--- config.mk ---
export PLATFORM = sky130hd
export DESIGN_NAME = cbus_rr_arbiter_flat
export DESIGN_NICKNAME = d
export VERILOG_FILES = /design/src/rtl/cbus_rr_arbiter_pkg.sv /design/src/rtl/cbus_rr_arbiter_if.sv /design/src/rtl/cbus_rr_arbiter_rr_select.sv /design/src/rtl/cbus_rr_arbiter.sv /design/src/flat_wrapper.sv
export SDC_FILE = /design/constraint.sdc
export NUM_CORES = 1
export LEC_CHECK = 0
export CORE_AREA = 2 2 165 167
export DETAILED_ROUTE_END_ITERATION = 16
export DIE_AREA = 0 0 167 169
export HOLD_SLACK_MARGIN = 0.12
export PLACE_DENSITY = 0.41
export REMOVE_ABC_BUFFERS = 1
export SLEW_MARGIN = 0
export SYNTH_ARGS = -nofsm -noshare
export SYNTH_HDL_FRONTEND = slang
export SYNTH_HIERARCHICAL = 1
export SYNTH_SLANG_ARGS = --single-unit
--- constraint.sdc ---
create_clock -name clk -period 5.5 [get_ports clk]
set_clock_uncertainty 0.1 [all_clocks]
set_input_delay 0.825 -clock clk [delete_from_list [all_inputs] [get_ports clk]]
set_output_delay 0.825 -clock clk [all_outputs]
set_load 0.1 [all_outputs]
--- src/rtl/cbus_rr_arbiter_pkg.sv ---
// -----------------------------------------------------------------------------
// cbus_rr_arbiter_pkg
// Shared cbus types plus the arbiter state encoding and a width helper.
// Everything cbus-facing in the arbiter, its interface and its bench imports
// this package, so the request/response layouts live in exactly one place.
//
// Contents:
//   cbus_req_t   - request beat  : valid, write, addr[15:0], wdata[31:0]
//   cbus_resp_t  - response beat : ready, last, data[31:0]
//   arb_state_t  - arbiter FSM states (ST_IDLE, ST_BUSY)
//   idx_width()  - index width for n requesters, never below 1 bit
// -----------------------------------------------------------------------------
package cbus_rr_arbiter_pkg;

    typedef struct packed {
        logic        valid;
        logic        write;
        logic [15:0] addr;
        logic [31:0] wdata;
    } cbus_req_t;

    typedef struct packed {
        logic        ready;
        logic        last;
        logic [31:0] data;
    } cbus_resp_t;

    typedef enum logic [0:0] {
        ST_IDLE = 1'b0,
        ST_BUSY = 1'b1
    } arb_state_t;

    // A single requester still needs a 1-bit index port.
    function automatic int idx_width(input int n);
        return (n <= 1) ? 1 : $clog2(n);
    endfunction

endpackage

--- src/rtl/cbus_rr_arbiter_if.sv ---
// -----------------------------------------------------------------------------
// cbus_rr_arbiter_if
// Bundles every bus-side signal of the round-robin cbus arbiter.
//
// Signals:
//   ireqs[NUM_INPUTS]  - requests from each requester
//   iresps[NUM_INPUTS] - responses routed back to each requester
//   oreq               - request forwarded to the shared cbus
//   oresp              - response from the shared cbus
//   busy               - a transaction is currently granted
//   grant_idx          - current owner (meaningful only while busy)
//   timeout            - watchdog pulse (only with CBUS_ARB_WATCHDOG_EN)
//
// Modports:
//   master - the arbiter: drives oreq/iresps/status, samples ireqs/oresp
//   slave  - the surrounding system: drives ireqs/oresp, samples the rest
//
// Configuration macro: CBUS_ARB_WATCHDOG_EN adds the timeout signal.
// -----------------------------------------------------------------------------
interface cbus_rr_arbiter_if
    import cbus_rr_arbiter_pkg::*;
#(
    parameter int NUM_INPUTS = 4
) ();

    localparam int IDX_W = idx_width(NUM_INPUTS);

    cbus_req_t  [NUM_INPUTS-1:0] ireqs;
    cbus_resp_t [NUM_INPUTS-1:0] iresps;
    cbus_req_t                   oreq;
    cbus_resp_t                  oresp;
    logic                        busy;
    logic [IDX_W-1:0]            grant_idx;
`ifdef CBUS_ARB_WATCHDOG_EN
    logic                        timeout;

    modport master (
        input  ireqs, oresp,
        output iresps, oreq, busy, grant_idx, timeout
    );

    modport slave (
        output ireqs, oresp,
        input  iresps, oreq, busy, grant_idx, timeout
    );
`else
    modport master (
        input  ireqs, oresp,
        output iresps, oreq, busy, grant_idx
    );

    modport slave (
        output ireqs, oresp,
        input  iresps, oreq, busy, grant_idx
    );
`endif

endinterface

--- src/rtl/cbus_rr_arbiter_rr_select.sv ---
// -----------------------------------------------------------------------------
// rr_select
// Purely combinational round-robin search: scans valid[] starting at ptr,
// wrapping modulo N, and reports the first set bit.
//
// Ports:
//   valid [N-1:0] - request vector
//   ptr   [W-1:0] - starting index (must be < N)
//   found         - at least one valid bit is set
//   idx   [W-1:0] - winning index (0 when nothing is found)
// -----------------------------------------------------------------------------
module rr_select #(
    parameter int N = 4,
    parameter int W = 2
) (
    input  logic [N-1:0] valid,
    input  logic [W-1:0] ptr,
    output logic         found,
    output logic [W-1:0] idx
);

    // Scan N positions from ptr; the earliest valid position in that order wins.
    always_comb begin
        int cand;
        found = 1'b0;
        idx   = '0;
        cand  = 0;
        for (int i = 0; i < N; i++) begin
            cand = int'(ptr) + i;
            if (cand >= N) begin
                cand = cand - N;
            end else begin
                cand = cand;
            end
            if (!found && valid[cand]) begin
                found = 1'b1;
                idx   = W'(cand);
            end else begin
                found = found;
            end
        end
    end

endmodule

--- src/rtl/cbus_rr_arbiter.sv ---
// -----------------------------------------------------------------------------
// cbus_rr_arbiter
// Round-robin arbiter granting one of NUM_INPUTS cbus requesters access to a
// shared cbus. A grant is held for a whole burst and released only by
// oresp.last; one IDLE cycle always separates consecutive grants.
//
// Parameters:
//   NUM_INPUTS     - number of requesters (1..16)
//   TIMEOUT_CYCLES - watchdog limit in cycles (2..65535)
//
// Ports:
//   clk   - single clock, rising edge
//   reset - asynchronous, active-high
//   bus   - cbus_rr_arbiter_if.master (ireqs, iresps, oreq, oresp, busy,
//           grant_idx and, with the watchdog, timeout)
//
// Configuration macro: CBUS_ARB_WATCHDOG_EN enables the burst watchdog, which
// counts BUSY cycles without oresp.last and pulses timeout once when the
// count first reaches TIMEOUT_CYCLES. The grant is never forcibly released.
// -----------------------------------------------------------------------------
module cbus_rr_arbiter
    import cbus_rr_arbiter_pkg::*;
#(
    parameter int NUM_INPUTS     = 4,
    parameter int TIMEOUT_CYCLES = 1024
) (
    input  logic              clk,
    input  logic              reset,
    cbus_rr_arbiter_if.master bus
);

    localparam int               IDX_W    = idx_width(NUM_INPUTS);
    localparam logic [IDX_W-1:0] LAST_IDX = IDX_W'(NUM_INPUTS - 1);

    arb_state_t                  state_r;
    arb_state_t                  state_s;
    logic [IDX_W-1:0]            grant_r;
    logic [IDX_W-1:0]            grant_s;
    logic [IDX_W-1:0]            rr_ptr_r;
    logic [IDX_W-1:0]            rr_ptr_s;
    logic [NUM_INPUTS-1:0]       valid_s;
    logic                        found_s;
    logic [IDX_W-1:0]            win_s;
    cbus_req_t                   oreq_s;
    cbus_resp_t [NUM_INPUTS-1:0] iresps_s;

    // Collect the valid bit of every requester into one vector.
    always_comb begin
        valid_s = '0;
        for (int i = 0; i < NUM_INPUTS; i++) begin
            valid_s[i] = bus.ireqs[i].valid;
        end
    end

    rr_select #(
        .N (NUM_INPUTS),
        .W (IDX_W)
    ) u_rr_select (
        .valid (valid_s),
        .ptr   (rr_ptr_r),
        .found (found_s),
        .idx   (win_s)
    );

    // Next-state logic: grant on any request in IDLE, release only on last.
    always_comb begin
        state_s  = state_r;
        grant_s  = grant_r;
        rr_ptr_s = rr_ptr_r;
        case (state_r)
            ST_IDLE: begin
                if (found_s) begin
                    state_s = ST_BUSY;
                    grant_s = win_s;
                end else begin
                    state_s = ST_IDLE;
                end
            end
            ST_BUSY: begin
                if (bus.oresp.last) begin
                    state_s = ST_IDLE;
                    // Wrap explicitly so non-power-of-two counts stay in range.
                    if (grant_r == LAST_IDX) begin
                        rr_ptr_s = '0;
                    end else begin
                        rr_ptr_s = grant_r + IDX_W'(1);
                    end
                end else begin
                    state_s = ST_BUSY;
                end
            end
            default: begin
                state_s  = ST_IDLE;
                grant_s  = '0;
                rr_ptr_s = '0;
            end
        endcase
    end

    // State, owner and round-robin pointer registers.
    always_ff @(posedge clk or posedge reset) begin
        if (reset) begin
            state_r  <= ST_IDLE;
            grant_r  <= '0;
            rr_ptr_r <= '0;
        end else begin
            state_r  <= state_s;
            grant_r  <= grant_s;
            rr_ptr_r <= rr_ptr_s;
        end
    end

    // Route the owner's request out and the bus response back to the owner only.
    // Both follow state_r, so an asynchronous reset silences them immediately.
    always_comb begin
        oreq_s   = '0;
        iresps_s = '0;
        if (state_r == ST_BUSY) begin
            oreq_s            = bus.ireqs[grant_r];
            iresps_s[grant_r] = bus.oresp;
        end else begin
            oreq_s   = '0;
            iresps_s = '0;
        end
    end

    assign bus.oreq      = oreq_s;
    assign bus.iresps    = iresps_s;
    assign bus.busy      = (state_r == ST_BUSY);
    assign bus.grant_idx = grant_r;

`ifdef CBUS_ARB_WATCHDOG_EN
    localparam int              WD_W   = $clog2(TIMEOUT_CYCLES + 1);
    localparam logic [WD_W-1:0] WD_MAX = WD_W'(TIMEOUT_CYCLES);

    logic [WD_W-1:0] wd_cnt_r;
    logic            timeout_r;

    // Watchdog: restart on BUSY entry, count stalled BUSY cycles, saturate.
    // timeout_r is set on the edge where the count moves to WD_MAX, so it is
    // high for exactly the one cycle in which the count first equals WD_MAX.
    always_ff @(posedge clk or posedge reset) begin
        if (reset) begin
            wd_cnt_r  <= '0;
            timeout_r <= 1'b0;
        end else begin
            if ((state_r == ST_IDLE) && found_s) begin
                wd_cnt_r <= '0;
            end else if ((state_r == ST_BUSY) && !bus.oresp.last && (wd_cnt_r != WD_MAX)) begin
                wd_cnt_r <= wd_cnt_r + WD_W'(1);
            end else begin
                wd_cnt_r <= wd_cnt_r;
            end
            timeout_r <= (state_r == ST_BUSY) && !bus.oresp.last &&
                         (wd_cnt_r == (WD_MAX - WD_W'(1)));
        end
    end

    assign bus.timeout = timeout_r;
`endif

endmodule

--- src/flat_wrapper.sv ---
// flat-port wrapper written by rule: the top's interface ports become plain ports
module cbus_rr_arbiter_flat import cbus_rr_arbiter_pkg::*;
#(
    parameter int NUM_INPUTS     = 4,
    parameter int TIMEOUT_CYCLES = 1024
)
  (clk, reset, bus_ireqs, bus_oresp, bus_iresps, bus_oreq, bus_busy, bus_grant_idx);
  cbus_rr_arbiter_if #(.NUM_INPUTS(NUM_INPUTS)) bus_i ();
  input  logic clk;
  input  logic reset;
  input wire logic [$bits(bus_i.ireqs)-1:0] bus_ireqs;
  input wire logic [$bits(bus_i.oresp)-1:0] bus_oresp;
  output wire logic [$bits(bus_i.iresps)-1:0] bus_iresps;
  output wire logic [$bits(bus_i.oreq)-1:0] bus_oreq;
  output wire logic [$bits(bus_i.busy)-1:0] bus_busy;
  output wire logic [$bits(bus_i.grant_idx)-1:0] bus_grant_idx;
  assign bus_i.ireqs = bus_ireqs;
  assign bus_i.oresp = bus_oresp;
  assign bus_iresps = bus_i.iresps;
  assign bus_oreq = bus_i.oreq;
  assign bus_busy = bus_i.busy;
  assign bus_grant_idx = bus_i.grant_idx;
  cbus_rr_arbiter #(.NUM_INPUTS(NUM_INPUTS), .TIMEOUT_CYCLES(TIMEOUT_CYCLES)) u_core (.clk(clk), .reset(reset), .bus(bus_i));
endmodule
==> impl_metrics.ini, run 1 <==
[drt]
drtIter0Drc = 255
dr_total_vias = 4447
drc_errors = 0
drt_wl_total_microns = 21000
first_pass_iters = 4
vias_per_cell = 4.04
routedWlPerCell_microns = 19.1
ant_nets = 0

[clock_tree]
cts_sinks = 5
holdBufCountCts = 0
cts_buffers = 3
clk_latency_ns = 0.23
cts_tree = done
cts_resized = 0
cts_root_buf = clkbuf_16
clk_path_buf_depth = 2
htree_levels = 1
path_clk_slew_ns = 0.03
postCtsSetupBuffers = 0

[timing]
setup_ws_ns = 1.39
fin_crit_ns = 4.11
finalCritPeriodShare_pct = 74.8
max_freq_ghz = 0.243
max_slew_margin_pct = 28.7
whs_ns = 0.496
worst-slew-pin-transition_ns = 1.07
rsz0062_at_grt = no
setup_violations = 0
hold_viol = 0
drv_slew = 0

[synth]
netlist_instances = 374
muxShareOfSynthArea_pct = 37.4
synth.area.top_cells = mux2i_1, and3_1, o22ai_1
synth_top_family_by_area = multiplexers
yosysSeqAreaShare_pct = 4.48
syn-cell-area_sq_mm = 0.00279
synthAdderAreaFrac_pct = 1.79
avgSynthCellArea_sq_um = 7.47
synth_xor_area_share_pct = 0
synth_cell_type_count = 25
synth_compound_area_share_pct = 13.0
synth_most_common_cell = and3_1
synthFlopType = dfrtp_1
synthArstFlopShare_pct = 100
synth_edf_count = 0
synth_commonest_cells = and3_1, mux2i_1, o22ai_1
synth_top_area_share_pct = 35.8
synthSimpleGateAreaFrac_pct = 31.8
ys_seq_elements = 5
yosysWarnings = 6
synth_top_area_cell = mux2i_1

[worst_setup_path]
cp_slowest_cell = clkdlybuf4s50_1
cp.arrival_ns = 3.19
crit_path_start_kind = flop
critPathBufInv = 2
critPathRequiredTime_ns = 4.58
path_cells = nand2b_2 > buf_4 > o22ai_1 > clkdlybuf4s50_1
critPathMaxFanout = 30
endpoint_kind = output pin
crit_path_max_incr_delay_ns = 1.22
criticalPathCategory = reg2out
crit_family = buffers and inverters

[floorplan]
ioPinCount = 425
initial_core_util_pct = 10.5
core_sq_mm = 0.0265
rows = 60
die-area_sq_mm = 0.0282
die_w_microns = 167
die_h_microns = 169

[layout]
diodes = 0
drive_gt1_share_pct = 3.29
fillers = 2914
final_core_util_pct = 27.7
syn_to_final_growth_pct = 162
ff_latch_area_sq_um = 130
multi_input_area_sq_mm = 0.00235
num-nets-final = 1001
final_area_sq_mm = 0.00733

[run]
max_cap_viol_count = 0

[global_route]
grt_pass1_vias = 4356
grt_overflow_total = 0
grt_pass1_wl_microns = 29300
grt_usage_pct = 13.6
grt_max_degree = 125
antenna_found_initial = 2

[min_path]
hold_path.class = reg2reg

[placed_design]
place_area_sq_mm = 0.00725
io_buffers = 424
gp_congestion = 0.749
hpwl_microns = 17500
preCtsSetupSlack_ns = 1.55

[run_status]
status = finished clean
[cells in the final DEF (no fill, tap or decap), drive strengths merged]
cell type	instances
dfrtp	5
ha	4
o22ai	50
o221ai	1
mux2i	100
nor2b	1
nand2	2
buf	13
and3	136
clkbuf	4
inv	9
clkdlybuf4s50	419
o21ai	1
a21oi	4
nor2	2
mux2	4
a221o	1
nand2b	2
a21o	1
nand3	1
[through the flow]
| stage | setup TNS, ns | instances |
|---|---|---|
| finish | 0 | 1101 |
| global placement | 0 | 1097 |
| floorplan | -186.79 | 324 |
| global route | 0 | 1101 |
| detailed placement | 0 | 1097 |
| CTS | 0 | 1101 |
[flip-flops by register name (all words and copies together) (netlist names)]
| register | flops |
|---|---|
| u_core/bus.grant_idx | 2 |
| u_core/rr_ptr_r | 2 |
| u_core/bus.busy | 1 |
[per-layer routing]
layer  vias up  wire [microns]  track usage [%]
li1       2201               -                -
met2       260           11200             26.7
met5         -               0                0
met3         6            1940             3.88
met4         0             103             1.57
met1      1980            7810             14.7
[logic make-up (layout without fill, tap and decap cells)]
group                      after synthesis  in the layout
AOI/OAI and AO/OA                       58             58
adders and majority gates                4              4
buffers and inverters                   59            445
DFF                                      5              5
muxes                                  104            104
and+or+nand+nor                        144            144
[worst paths after layout]
check,startpoint,end,slack (ns),depth (start not counted)
worst min-delay path,u_core/rr_ptr_r[0]$_DFFE_PP0P_,u_core/rr_ptr_r[0]$_DFFE_PP0P_,0.50,1
min in group asynchronous,reset,u_core/bus.grant_idx[0]$_DFFE_PP0P_,0.72,2
worst max register to register,u_core/bus.busy$_DFF_PP0_,u_core/bus.grant_idx[1]$_DFFE_PP0P_,3.39,3
worst min register to register,u_core/rr_ptr_r[0]$_DFFE_PP0P_,u_core/rr_ptr_r[0]$_DFFE_PP0P_,0.50,1
worst max-delay path,u_core/bus.busy$_DFF_PP0_,bus_oreq[25],1.39,4
max in group asynchronous,reset,u_core/bus.grant_idx[0]$_DFFE_PP0P_,4.36,2
[area by class of cell]
| type | count | share of cell area, % |
|---|---|---|
| multi-input cells | 310 | 32.1 |
| clock buffers | 4 | 1.08 |
| well taps | 341 | 5.82 |
| flip-flops and latches | 5 | 1.78 |
| repair buffers | 432 | 58.7 |
| inverters | 9 | 0.461 |
Power of run 1 is not shown: default switching activity piles up to over one toggle a cycle in this logic, so the estimate is an artifact.
==> run 2: changes to the inputs <==
Settings changed: CORE_AREA 2 2 165 167 to 2 2 163 165, DIE_AREA 0 0 167 169 to 0 0 165 167, PLACE_DENSITY 0.41 to 0.44.
Clock period 5.5 ns to 3.34 ns, I/O delays scaled along.
==> impl_metrics.ini, run 2 (synthesis gave the netlist of run 1 again) <==
[global_route]
grt_overflow_total = 0
grt_max_degree = 138
grt_pass1_vias = 4490
antenna_found_initial = 1
grt_usage_pct = 13.7
grt_pass1_wl_microns = 29000

[layout]
num-nets-final = 1004
syn_to_final_growth_pct = 221
final_common_cell = clkdlybuf4s50_1
multi_input_area_sq_mm = 0.00235
ff_latch_area_sq_um = 130
fillers = 2583
drive_gt1_share_pct = 27.8
final_cell_mix = clkdlybuf4s50_1, buf_12, and3_1, mux2i_1, o22ai_1

[worst_setup_path]
crit_top_cell = buf_12
criticalPathCategory = reg2out
crit_family = flip-flops
endpoint_kind = output pin
cp_slowest_cell = dfrtp_4
critPathBufInv = 2
crit_path_start_kind = flop
path_cells = buf_12 > mux2i_1 > o22ai_1 > buf_12
critPathMaxFanout = 61
cp.arrival_ns = 2.06
crit_path_max_incr_delay_ns = 0.62
r2r_setup_slack_ns = 1.60
critPathRequiredTime_ns = 2.74

[drt]
drt_wl_total_microns = 20600
drtIter0Drc = 177
routedWlPerCell_microns = 18.7
first_pass_iters = 4
ant_nets = 0
dr_total_vias = 4488
vias_per_cell = 4.08
drc_errors = 0

[clock_tree]
htree_levels = 1
cts_tree = done
cts_resized = 0
postCtsSetupBuffers = 0
cts_root_buf = clkbuf_16
path_clk_slew_ns = 0.03
cts_buffers = 3
holdBufCountCts = 0
clk_path_buf_depth = 2
cts_sinks = 5
clk_latency_ns = 0.23

[timing]
worst-slew-pin-transition_ns = 0.978
hold_viol = 0
drv_slew = 0
max_slew_margin_pct = 34.8
fin_crit_ns = 2.66
max_freq_ghz = 0.376
setup_violations = 0
finalCritPeriodShare_pct = 79.5
rsz0062_at_grt = no
tns_ns = 0

[floorplan]
initial_core_util_pct = 10.8
die_h_microns = 167
rows = 59
die-area_sq_mm = 0.0276
core_sq_mm = 0.0258
ioPinCount = 425
die_w_microns = 165

[placed_design]
gp_congestion = 0.747
io_buffers = 424
hpwl_microns = 17000

[run_status]
status = finished clean

[min_path]
hold_path.class = in2async

[run]
max_cap_viol_count = 0
run 2: cell count changes in the layout (fill, tap and decap cells not counted), sizes merged:
cell	before	now
clkdlybuf4s50	419	235
buf	13	200
diode	0	1
run 2: final timing paths:
kind | endpoint | startpoint | depth (start not counted)
setup / recovery | bus_oreq[18] | u_core/bus.grant_idx[0]$_DFFE_PP0P_ | 4
setup reg to reg | u_core/rr_ptr_r[0]$_DFFE_PP0P_ | u_core/bus.grant_idx[0]$_DFFE_PP0P_ | 4
max in group asynchronous | u_core/bus.grant_idx[0]$_DFFE_PP0P_ | reset | 2
hold reg to reg | u_core/bus.busy$_DFF_PP0_ | u_core/bus.busy$_DFF_PP0_ | 1
min in group clk | u_core/bus.busy$_DFF_PP0_ | u_core/bus.busy$_DFF_PP0_ | 1
hold / removal | u_core/bus.grant_idx[1]$_DFFE_PP0P_ | reset | 2
run 2: through the flow:
| stage | std cells | instance area (sq um) | utilization [%] | setup slack (ns) | hold WS, ns |
|---|---|---|---|---|---|
| after floorplan | 324 | 2510 | - | -3.04 | 0.180 |
| after global placement | 1094 | 8890 | 34.5 | 0.897 | 0.445 |
| after detailed placement | 1094 | 8890 | 34.5 | 0.881 | 0.461 |
| after CTS | 1098 | 8970 | 34.8 | 0.635 | 0.392 |
| after global routing | 1099 | 8970 | 34.8 | 0.579 | 0.418 |
| final | 1099 | 8970 | 34.8 | 0.683 | 0.387 |
run 2: routing by layer:
metal	share of wire [%]	track usage, %	wire [microns]
met1	37	14.9	7610
met2	52	26.6	10800
met3	9.7	3.71	2000
met4	0.78	1.63	160
met5	0	0	0
run 2: final cells by class:
| type | count | area share [%] |
|---|---|---|
| diodes | 1 | 0.0279 |
| clock buffers | 4 | 0.878 |
| inverters | 9 | 0.376 |
| multi-input cells | 310 | 26.2 |
| flip-flops and latches | 5 | 1.45 |
| well taps | 335 | 4.67 |
| repair buffers | 435 | 66.4 |
Power of run 2 is left out for the same reason.
